[src/rtl/div_iter_pkg.sv]
// div_iter_pkg: shared state encoding and default widths for the iterative divider.
package div_iter_pkg;
  localparam int DIV_WIDTH = 32;
  localparam int DIV_CNT_W = 6;
  typedef enum logic [1:0] {IDLE = 2'd0, BUSY = 2'd1, DONE = 2'd2} div_state_e;
endpackage

[src/rtl/div_iter_step.sv]
// div_step: one restoring radix-2 iteration (shift {rem,quot} left, trial subtract, select).
module div_step #(
  parameter int WIDTH = 32
) (
  input  logic [WIDTH-1:0] rem_i,
  input  logic [WIDTH-1:0] quot_i,
  input  logic [WIDTH-1:0] dvs_i,
  output logic [WIDTH-1:0] rem_o,
  output logic [WIDTH-1:0] quot_o
);
  logic [WIDTH:0]   shifted;
  logic [WIDTH+1:0] trial;
  logic             ge;
  assign shifted = {rem_i, quot_i[WIDTH-1]};
  assign trial   = {1'b0, shifted} - {2'b00, dvs_i};
  assign ge      = ~trial[WIDTH+1];
  // A successful trial is always below the divisor, so it fits back in WIDTH bits.
  assign rem_o   = ge ? trial[WIDTH-1:0] : shifted[WIDTH-1:0];
  assign quot_o  = {quot_i[WIDTH-2:0], ge};
endmodule

[src/rtl/div_iter.sv]
// div_iter: multi-cycle DIV/DIVU unit; quotient to LO, remainder to HI, stalls execute until done.
module div_iter
  import div_iter_pkg::*;
#(
  parameter int WIDTH = DIV_WIDTH,
  parameter int CNT_W = DIV_CNT_W
) (
  input  logic             clk,
  input  logic             resetn,
  input  logic             div_en,
  input  logic             signed_div,
  input  logic [WIDTH-1:0] dividend,
  input  logic [WIDTH-1:0] divisor,
  input  logic             stall_other,
  input  logic             flush,
  output logic             div_stall,
  output logic             result_valid,
  output logic [WIDTH-1:0] lo_out,
  output logic [WIDTH-1:0] hi_out
);
  div_state_e       state_q, state_d;
  logic [CNT_W-1:0] cnt_q, cnt_d;
  logic [WIDTH-1:0] rem_q, rem_d, quot_q, quot_d, dvs_q, dvs_d, lo_q, lo_d, hi_q, hi_d;
  logic             qneg_q, qneg_d, rneg_q, rneg_d;
  logic [WIDTH-1:0] step_rem, step_quot;
  logic             sdd, sdv;
  div_step #(.WIDTH(WIDTH)) u_step (
    .rem_i (rem_q),
    .quot_i(quot_q),
    .dvs_i (dvs_q),
    .rem_o (step_rem),
    .quot_o(step_quot)
  );
  assign sdd          = signed_div & dividend[WIDTH-1];
  assign sdv          = signed_div & divisor[WIDTH-1];
  assign div_stall    = resetn & div_en & (state_q != DONE) & ~flush;
  assign result_valid = state_q == DONE;
  assign lo_out       = lo_q;
  assign hi_out       = hi_q;
  always_comb begin
    state_d = state_q;
    cnt_d   = cnt_q;
    rem_d   = rem_q;
    quot_d  = quot_q;
    dvs_d   = dvs_q;
    qneg_d  = qneg_q;
    rneg_d  = rneg_q;
    lo_d    = lo_q;
    hi_d    = hi_q;
    if (flush) begin
      state_d = IDLE;
      cnt_d   = '0;
    end else begin
      case (state_q)
        IDLE: if (div_en) begin
          state_d = BUSY;
          cnt_d   = '0;
          rem_d   = '0;
          quot_d  = sdd ? -dividend : dividend;
          dvs_d   = sdv ? -divisor : divisor;
          qneg_d  = sdd ^ sdv;
          rneg_d  = sdd;
        end
        BUSY: if (!div_en) begin
          state_d = IDLE;
          cnt_d   = '0;
        end else begin
          rem_d  = step_rem;
          quot_d = step_quot;
          cnt_d  = cnt_q + 1'b1;
          // Final step: capture sign-corrected results so they are ready on DONE entry.
          if (cnt_q == CNT_W'(WIDTH-1)) begin
            state_d = DONE;
            lo_d    = qneg_q ? -step_quot : step_quot;
            hi_d    = rneg_q ? -step_rem : step_rem;
          end
        end
        DONE: state_d = stall_other ? DONE : IDLE;
        default: state_d = IDLE;
      endcase
    end
  end
  always_ff @(posedge clk or negedge resetn) begin
    if (!resetn) begin
      state_q <= IDLE;
      cnt_q   <= '0;
      rem_q   <= '0;
      quot_q  <= '0;
      dvs_q   <= '0;
      qneg_q  <= 1'b0;
      rneg_q  <= 1'b0;
      lo_q    <= '0;
      hi_q    <= '0;
    end else begin
      state_q <= state_d;
      cnt_q   <= cnt_d;
      rem_q   <= rem_d;
      quot_q  <= quot_d;
      dvs_q   <= dvs_d;
      qneg_q  <= qneg_d;
      rneg_q  <= rneg_d;
      lo_q    <= lo_d;
      hi_q    <= hi_d;
    end
  end
endmodule

[config.mk]
export PLATFORM = sky130hd
export DESIGN_NAME = div_iter
export DESIGN_NICKNAME = d
export VERILOG_FILES = /design/src/rtl/div_iter_pkg.sv /design/src/rtl/div_iter_step.sv /design/src/rtl/div_iter.sv
export SDC_FILE = /design/constraint.sdc
export NUM_CORES = 1
export LEC_CHECK = 0
export ABC_AREA = 0
export CORE_MARGIN = 8
export CORE_UTILIZATION = 45
export DETAILED_ROUTE_END_ITERATION = 8
export PLACE_DENSITY = 0.66
export SLEW_MARGIN = 30
export SYNTH_ARGS = -nofsm -noshare
export SYNTH_HDL_FRONTEND = slang
export SYNTH_SLANG_ARGS = --single-unit
[constraint.sdc]
create_clock -name clk -period 6.64 [get_ports clk]
set_clock_uncertainty 0.1 [all_clocks]
set_input_delay 1.66 -clock clk [delete_from_list [all_inputs] [get_ports clk]]
set_output_delay 1.66 -clock clk [all_outputs]
set_load 0.02 [all_outputs]
# == Word-level counts from Yosys, hierarchy flattened ==
# Cells that the tools add are included.
# totals
register_bits,170
mem_bits_rw,0
memories,0
latch_bits,0
romBits,0
# classes
bitwise,8
shift,0
reduce_logical,8
eq_ne,8
n_mul,0
n_addsub,6
n_div,0
order_cmp,0
muxes,21
# ops
operator,count
2-to-1 mux 32 bit,9
negation 32 bit,4
case mux 32 bit (2 select lines),2
subtractor 33 x 32 -> 34 bit,1
2-to-1 mux 6 bit,3
case mux 6 bit (2 select lines),1
2-to-1 mux 2 bit,5
AND reduction 4 bit,2
"adder 6 x 1 -> 6 bit, second input constant",1
"equality test 6 x 5 -> 1 bit, second input constant",1
"!= test 2 bit, second input constant",3
case mux 2 bit (3 select lines),1
bitwise AND 1 bit,5
"!= test 4 bit, second input constant",1
AND reduction 2 bit,2
"!= test 3 bit, second input constant",1
AND reduction 3 bit,1
nonzero test 3 bit,1
"equality test 2 x 1 -> 1 bit, second input constant",1
"equality test 2 bit, second input constant",1
logical NOT 2 bit,1
inverter 1 bit,2
nonzero test 2 bit,1
bitwise XOR 1 bit,1

# == Depth between registers and ports, before layout ==
# depth
depth_word,5
ltp_mapped,24

# == Hierarchy ==
# Synthesis repeated with hierarchy kept, for this count alone.
# unflattened
cells_unflattened,1449
area_unflattened_um2,11837.6
# by_module_without_submodules
mod,seq_area_each_um2,area_each_um2,n_inst,cells_per_inst
div_iter,4254.1,9168.8,1,1044
div_step,0.0,2668.8,1,405

# == Worst setup path before layout ==
# OpenSTA, ideal clock, no wires.
# synth_timing
path_type,reg-to-reg
startpoint,register rem_q[3]
endpoint,"register hi_q[30], in the netlist hi_out[30]"
n_path_buf,4
slack_ns,1.410
required_ns,6.410
setup_time_ns,0.130
arrival_time_ns,5.000
stages_incl_launch_ff,22
cell_sequence,dfrtp_1 -> ha_1 -> buf_6 -> a21o_1 -> a31oi_2 -> a21boi_2 -> o311a_1 -> or2_4 -> inv_1 -> buf_2 -> clkbuf_1 -> buf_1 -> mux2i_1 -> ha_1 -> inv_1 -> nor4_1 -> and4_1 -> a22oi_1 -> or4b_1 -> o41ai_2 -> xnor2_1 -> o21ai_1
# synth_via
elab_chain_len,4
# synth_rtl
element,line_no,source
"start, declared",div_iter.sv:23,"logic [WIDTH-1:0] rem_q, rem_d, quot_q, quot_d, dvs_q, dvs_d, lo_q, lo_d, hi_q, hi_d;"
"start signal, assigned",div_iter.sv:97,rem_q <= rem_d;
subtractor 33 x 32 -> 34 bit,div_iter_step.sv:15,"assign trial = {1'b0, shifted} - {2'b00, dvs_i};"
2-to-1 mux 32 bit (*),div_iter_step.sv:18,assign rem_o = ge ? trial[WIDTH-1:0] : shifted[WIDTH-1:0];
negation 32 bit,div_iter.sv:75,hi_d = rneg_q ? -step_rem : step_rem;
2-to-1 mux 32 bit (*),div_iter.sv:75,
"end signal, assigned",div_iter.sv:103,hi_q <= hi_d;
"end, declared",div_iter.sv:23,
# Every way passes the cells marked *; elsewhere a longest branch is shown, timed or not.
# A chain may end at the register's enable or synchronous reset.

# == Final worst setup path ==
# layout_timing
startpoint,register rem_q[7]
endpoint,"register hi_q[30], in the netlist hi_out[30]"
# Same word-level chain as after synthesis.

==> results.txt <==
- Layout cell share with drive strength beyond 1: 4.64%
- The total count of max-transition violations in the final report came to 0.
* Hold-fix buffer count after cts: 0
* Count of flip-flops with a built-in enable after synthesis: 0
* Area inside the core boundary: 25900 µm²
- At the end of the flow the core is filled with cells to 54.1%.
- For the final routed database, the setup TNS stands at 0 ns.
- Row count: 59
* Tcrit/Tclk final: 81.9%
- Floorplan die width: 178 µm
- The later pin in the worst-skew pair is clocked with a latency of 0.44 ns.
- # placed instances: 1874
- Cell Area, Synth: 11800 µm²
- Largest buffer count on any clock path: 2
* Status: finished, final reports clean
* Post-CTS setup repair buffer count: 0
* Power density relative to cell area: 215 nW/µm²
- Average wire per cell in the routed design: 18.1 µm
- In the routed layout, each cell is associated on average with a via count of 5.73.
- Finished Layout Cells: 1907
- Via count of the routed design: 10900
- Synthesis produced 1469 cells.
- In this run the tool buffered the top-level ports with 135 buffer cells.
* Number of library cell types mapped by synthesis: 72
- Counting the fill cells in the layout gives 2471.
* Area occupied by multi-input gates: 7030 µm²
* Number of sinks driven by the clock tree: 170
* Number of detailed-routing iterations run before antenna repair: 6
- At the worst endpoint, the required time is 6.85 ns.
- Count of boundary I/O pins: 136
- Worst setup path class: reg -> reg
- Static leakage: 0.00599 µW
- The die is 178 µm tall.
- Net total in the final layout: 1667
- Summed over all layers, the routed wires come to 34.5 mm.
- Leading cell type in the layout, fill and taps excluded: sky130_fd_sc_hd__nand2_1
- Type of the most critical hold path: reg -> reg
* Max rail drop VDD: 0.130 mV
- Of the synthesized area, sequential elements account for 36.1%.
- Most area-consuming cells after synthesis: sky130_fd_sc_hd__dfrtp_1 (36%), sky130_fd_sc_hd__o21ai_0 (9.0%), sky130_fd_sc_hd__nand2_1 (7.4%)
* H-tree Lvls: 4
* Maximum frequency from static timing analysis: 0.184 GHz
- Measured against its own limit, the worst slew margin works out to 44.4%.
* Number of hold-slack violations in the final timing report: 0
- Reg area: 4260 µm²
- Global routing finished with a remaining overflow of 0.
* Final setup viols: 0
* Die area: 31600 µm²
- Residual DRC: 0
- Entering global routing, the biggest net connects 99 pins.
- Setup repair after global routing missed its margin: false
- Global routing consumed, over all layers together, 21.9% of the routing resources.
* Library cell used as clock root buffer: sky130_fd_sc_hd__clkbuf_16
* Initial Util: 45.5%
* Post-DRT Antenna Nets: 0
- Post-Synthesis Net Count: 1577
* Arrival time of data at the critical path endpoint: 5.64 ns
- STA classifies the critical path endpoint as a flop.
- Slew @ Worst Pin: 0.828 ns
* CTS buffer count: 17
* Register bit total from synthesis: 170
- 0 antenna diodes ended up in the layout.
- The Yosys step of the flow raised 0 warnings.
- Layout overhead on the synthesized area: 18.8%
- Wire length of the first global-routing pass: 55.4 mm
* Dpl hpwl: 26.6 mm
- The number of gates resized after CTS was 0.
- Fraction of registers with async set or reset after synthesis: 100%
* Worst-path fanout max: 49
- Violation count after the first detailed-route iteration: 1012
- The worst setup path is launched from a flop.
* Clock tree from TritonCTS: yes
- Clk slew on worst S/H paths: 0.08 ns
- Post-synth top flop: sky130_fd_sc_hd__dfrtp_1
- Syn Area/Cell: 8.03 µm²
- Cell taking the most area after synthesis: sky130_fd_sc_hd__dfrtp_1
* Vias in the first global route: 10300
* Post-layout min period: 5.44 ns
- After synthesis, the largest area contributor takes up 36.1% of total cell area.
* Highest-count cells in the layout ignoring fill and taps: sky130_fd_sc_hd__nand2_1 (232), sky130_fd_sc_hd__o21ai_0 (213), sky130_fd_sc_hd__dfrtp_1 (169)
- The number of antenna violations at the first check in global routing came to 0.
- GP Congestion: 0.914
- Max-cap violations in this run came to 0.
-- cell type report --
type,count,area share (%)
Clock buffer,17,3.04
Tap cell,335,2.99
Clock inverter,15,1.25
Inverter,54,1.45
Timing Repair Buffer,150,10.7
Sequential cell,170,30.4
Multi-Input combinational cell,1166,50.2
-- where the power goes --
group          internal [µW]  leakage [µW]  switching, µW  total (µW)
sequential              1100       0.00227           96.3        1200
clock                    508      0.000289            503        1010
combinational            309       0.00342            492         802
-- worst paths after layout --
kind / to / slack (ns) / cells after the start / from
setup reg to reg: hi_out[30]$_DFFE_PN0P_ / 1.20 / 17 / rem_q[7]$_DFFE_PN0P_
hold / removal: hi_out[25]$_DFFE_PN0P_ / 0.38 / 2 / hi_out[25]$_DFFE_PN0P_
setup / recovery: hi_out[30]$_DFFE_PN0P_ / 1.20 / 17 / rem_q[7]$_DFFE_PN0P_
hold reg to reg: hi_out[25]$_DFFE_PN0P_ / 0.38 / 2 / hi_out[25]$_DFFE_PN0P_
max in group asynchronous: hi_out[29]$_DFFE_PN0P_ / 3.56 / 4 / resetn
min in group asynchronous: quot_q[20]$_DFFE_PN0P_ / 1.02 / 1 / resetn
-- per-layer routing --
| layer | wire [µm] | vias to the layer above | GRT usage (%) | part of all wire, % |
|---|---|---|---|---|
| li1 | - | 5402 | - | - |
| met1 | 17500 | 5094 | 33.8 | 51 |
| met2 | 14000 | 391 | 30.9 | 40 |
| met3 | 2390 | 41 | 3.04 | 6.9 |
| met4 | 610 | 0 | 6.36 | 1.8 |
| met5 | 0 | - | 0 | 0 |
-- worst max-delay path: stages, from the launching register on --
cell and delay, ns:
sky130_fd_sc_hd__dfrtp_1 0.47, sky130_fd_sc_hd__ha_1 0.53, sky130_fd_sc_hd__nand4_1 0.22, sky130_fd_sc_hd__nor3_1 0.23, sky130_fd_sc_hd__a21boi_2 0.30, sky130_fd_sc_hd__o311a_1 0.22
sky130_fd_sc_hd__or2_4 0.56, sky130_fd_sc_hd__inv_1 0.16, sky130_fd_sc_hd__mux2i_1 0.28, sky130_fd_sc_hd__ha_1 0.25, sky130_fd_sc_hd__inv_1 0.08, sky130_fd_sc_hd__nor4_1 0.43
sky130_fd_sc_hd__and4_1 0.29, sky130_fd_sc_hd__a22oi_1 0.15, sky130_fd_sc_hd__or4b_1 0.52, sky130_fd_sc_hd__o41ai_2 0.25, sky130_fd_sc_hd__xnor2_1 0.16, sky130_fd_sc_hd__o21ai_1 0.08
-- cells in the mapped netlist, types with 8 or more instances --
| cell | instances |
|---|---|
| sky130_fd_sc_hd__nand2b_1 | 13 |
| sky130_fd_sc_hd__nor3b_1 | 10 |
| sky130_fd_sc_hd__nor4_1 | 17 |
| sky130_fd_sc_hd__nand4_1 | 9 |
| sky130_fd_sc_hd__xnor2_1 | 62 |
| sky130_fd_sc_hd__ha_1 | 37 |
| sky130_fd_sc_hd__a31oi_1 | 13 |
| sky130_fd_sc_hd__nor3_1 | 31 |
| sky130_fd_sc_hd__or3_1 | 24 |
| sky130_fd_sc_hd__xor2_1 | 69 |
| sky130_fd_sc_hd__nand3_1 | 17 |
| sky130_fd_sc_hd__o31ai_1 | 26 |
| sky130_fd_sc_hd__clkbuf_1 | 64 |
| sky130_fd_sc_hd__and2_1 | 11 |
| sky130_fd_sc_hd__mux2i_1 | 20 |
| sky130_fd_sc_hd__dfrtp_1 | 170 |
| sky130_fd_sc_hd__a21oi_1 | 107 |
| sky130_fd_sc_hd__or4_1 | 9 |
| sky130_fd_sc_hd__o21ai_0 | 213 |
| sky130_fd_sc_hd__a211oi_1 | 11 |
| sky130_fd_sc_hd__a21o_1 | 13 |
| sky130_fd_sc_hd__inv_1 | 54 |
| sky130_fd_sc_hd__nor2_1 | 95 |
| sky130_fd_sc_hd__nand2_1 | 234 |
| sky130_fd_sc_hd__buf_2 | 8 |
| sky130_fd_sc_hd__o41ai_1 | 14 |
-- stage by stage --
| stage | power (µW) | instance area [µm²] | setup slack (ns) | hold WS (ns) |
|---|---|---|---|---|
| 6_report | 3010 | 14000 | 1.20 | 0.380 |
| 5_1_grt | 3170 | 14000 | 0.883 | 0.398 |
| 4_1_cts | 3020 | 14000 | 1.25 | 0.388 |
| 3_5_place_dp | 2010 | 13400 | 1.30 | 0.370 |
| 3_3_place_gp | 1990 | 13400 | 1.50 | 0.362 |
| 2_1_floorplan | 1730 | 11800 | 1.41 | 0.350 |
-- sequential cells by signal, indices dropped and copies added (netlist names) --
register,count
cnt_q,6
dvs_q,32
hi_out,32
lo_out,32
qneg_q,1
quot_q,32
rem_q,32
rneg_q,1
state_q,2
-- logic make-up (layout without fill, tap and decap cells) --
logic type / count (synthesis) / in the layout / share of synthesized area [%]
muxes: 25 / 25 / 2.18
DFF: 170 / 170 / 36.1
and+or+nand+nor: 507 / 507 / 20.0
AOI/OAI and AO/OA: 465 / 465 / 23.5
buffers and inverters: 133 / 236 / 4.45
adders and majority gates: 38 / 38 / 4.10
xor gates and xnor gates: 131 / 131 / 9.73
(Power assumes the default switching activity.)
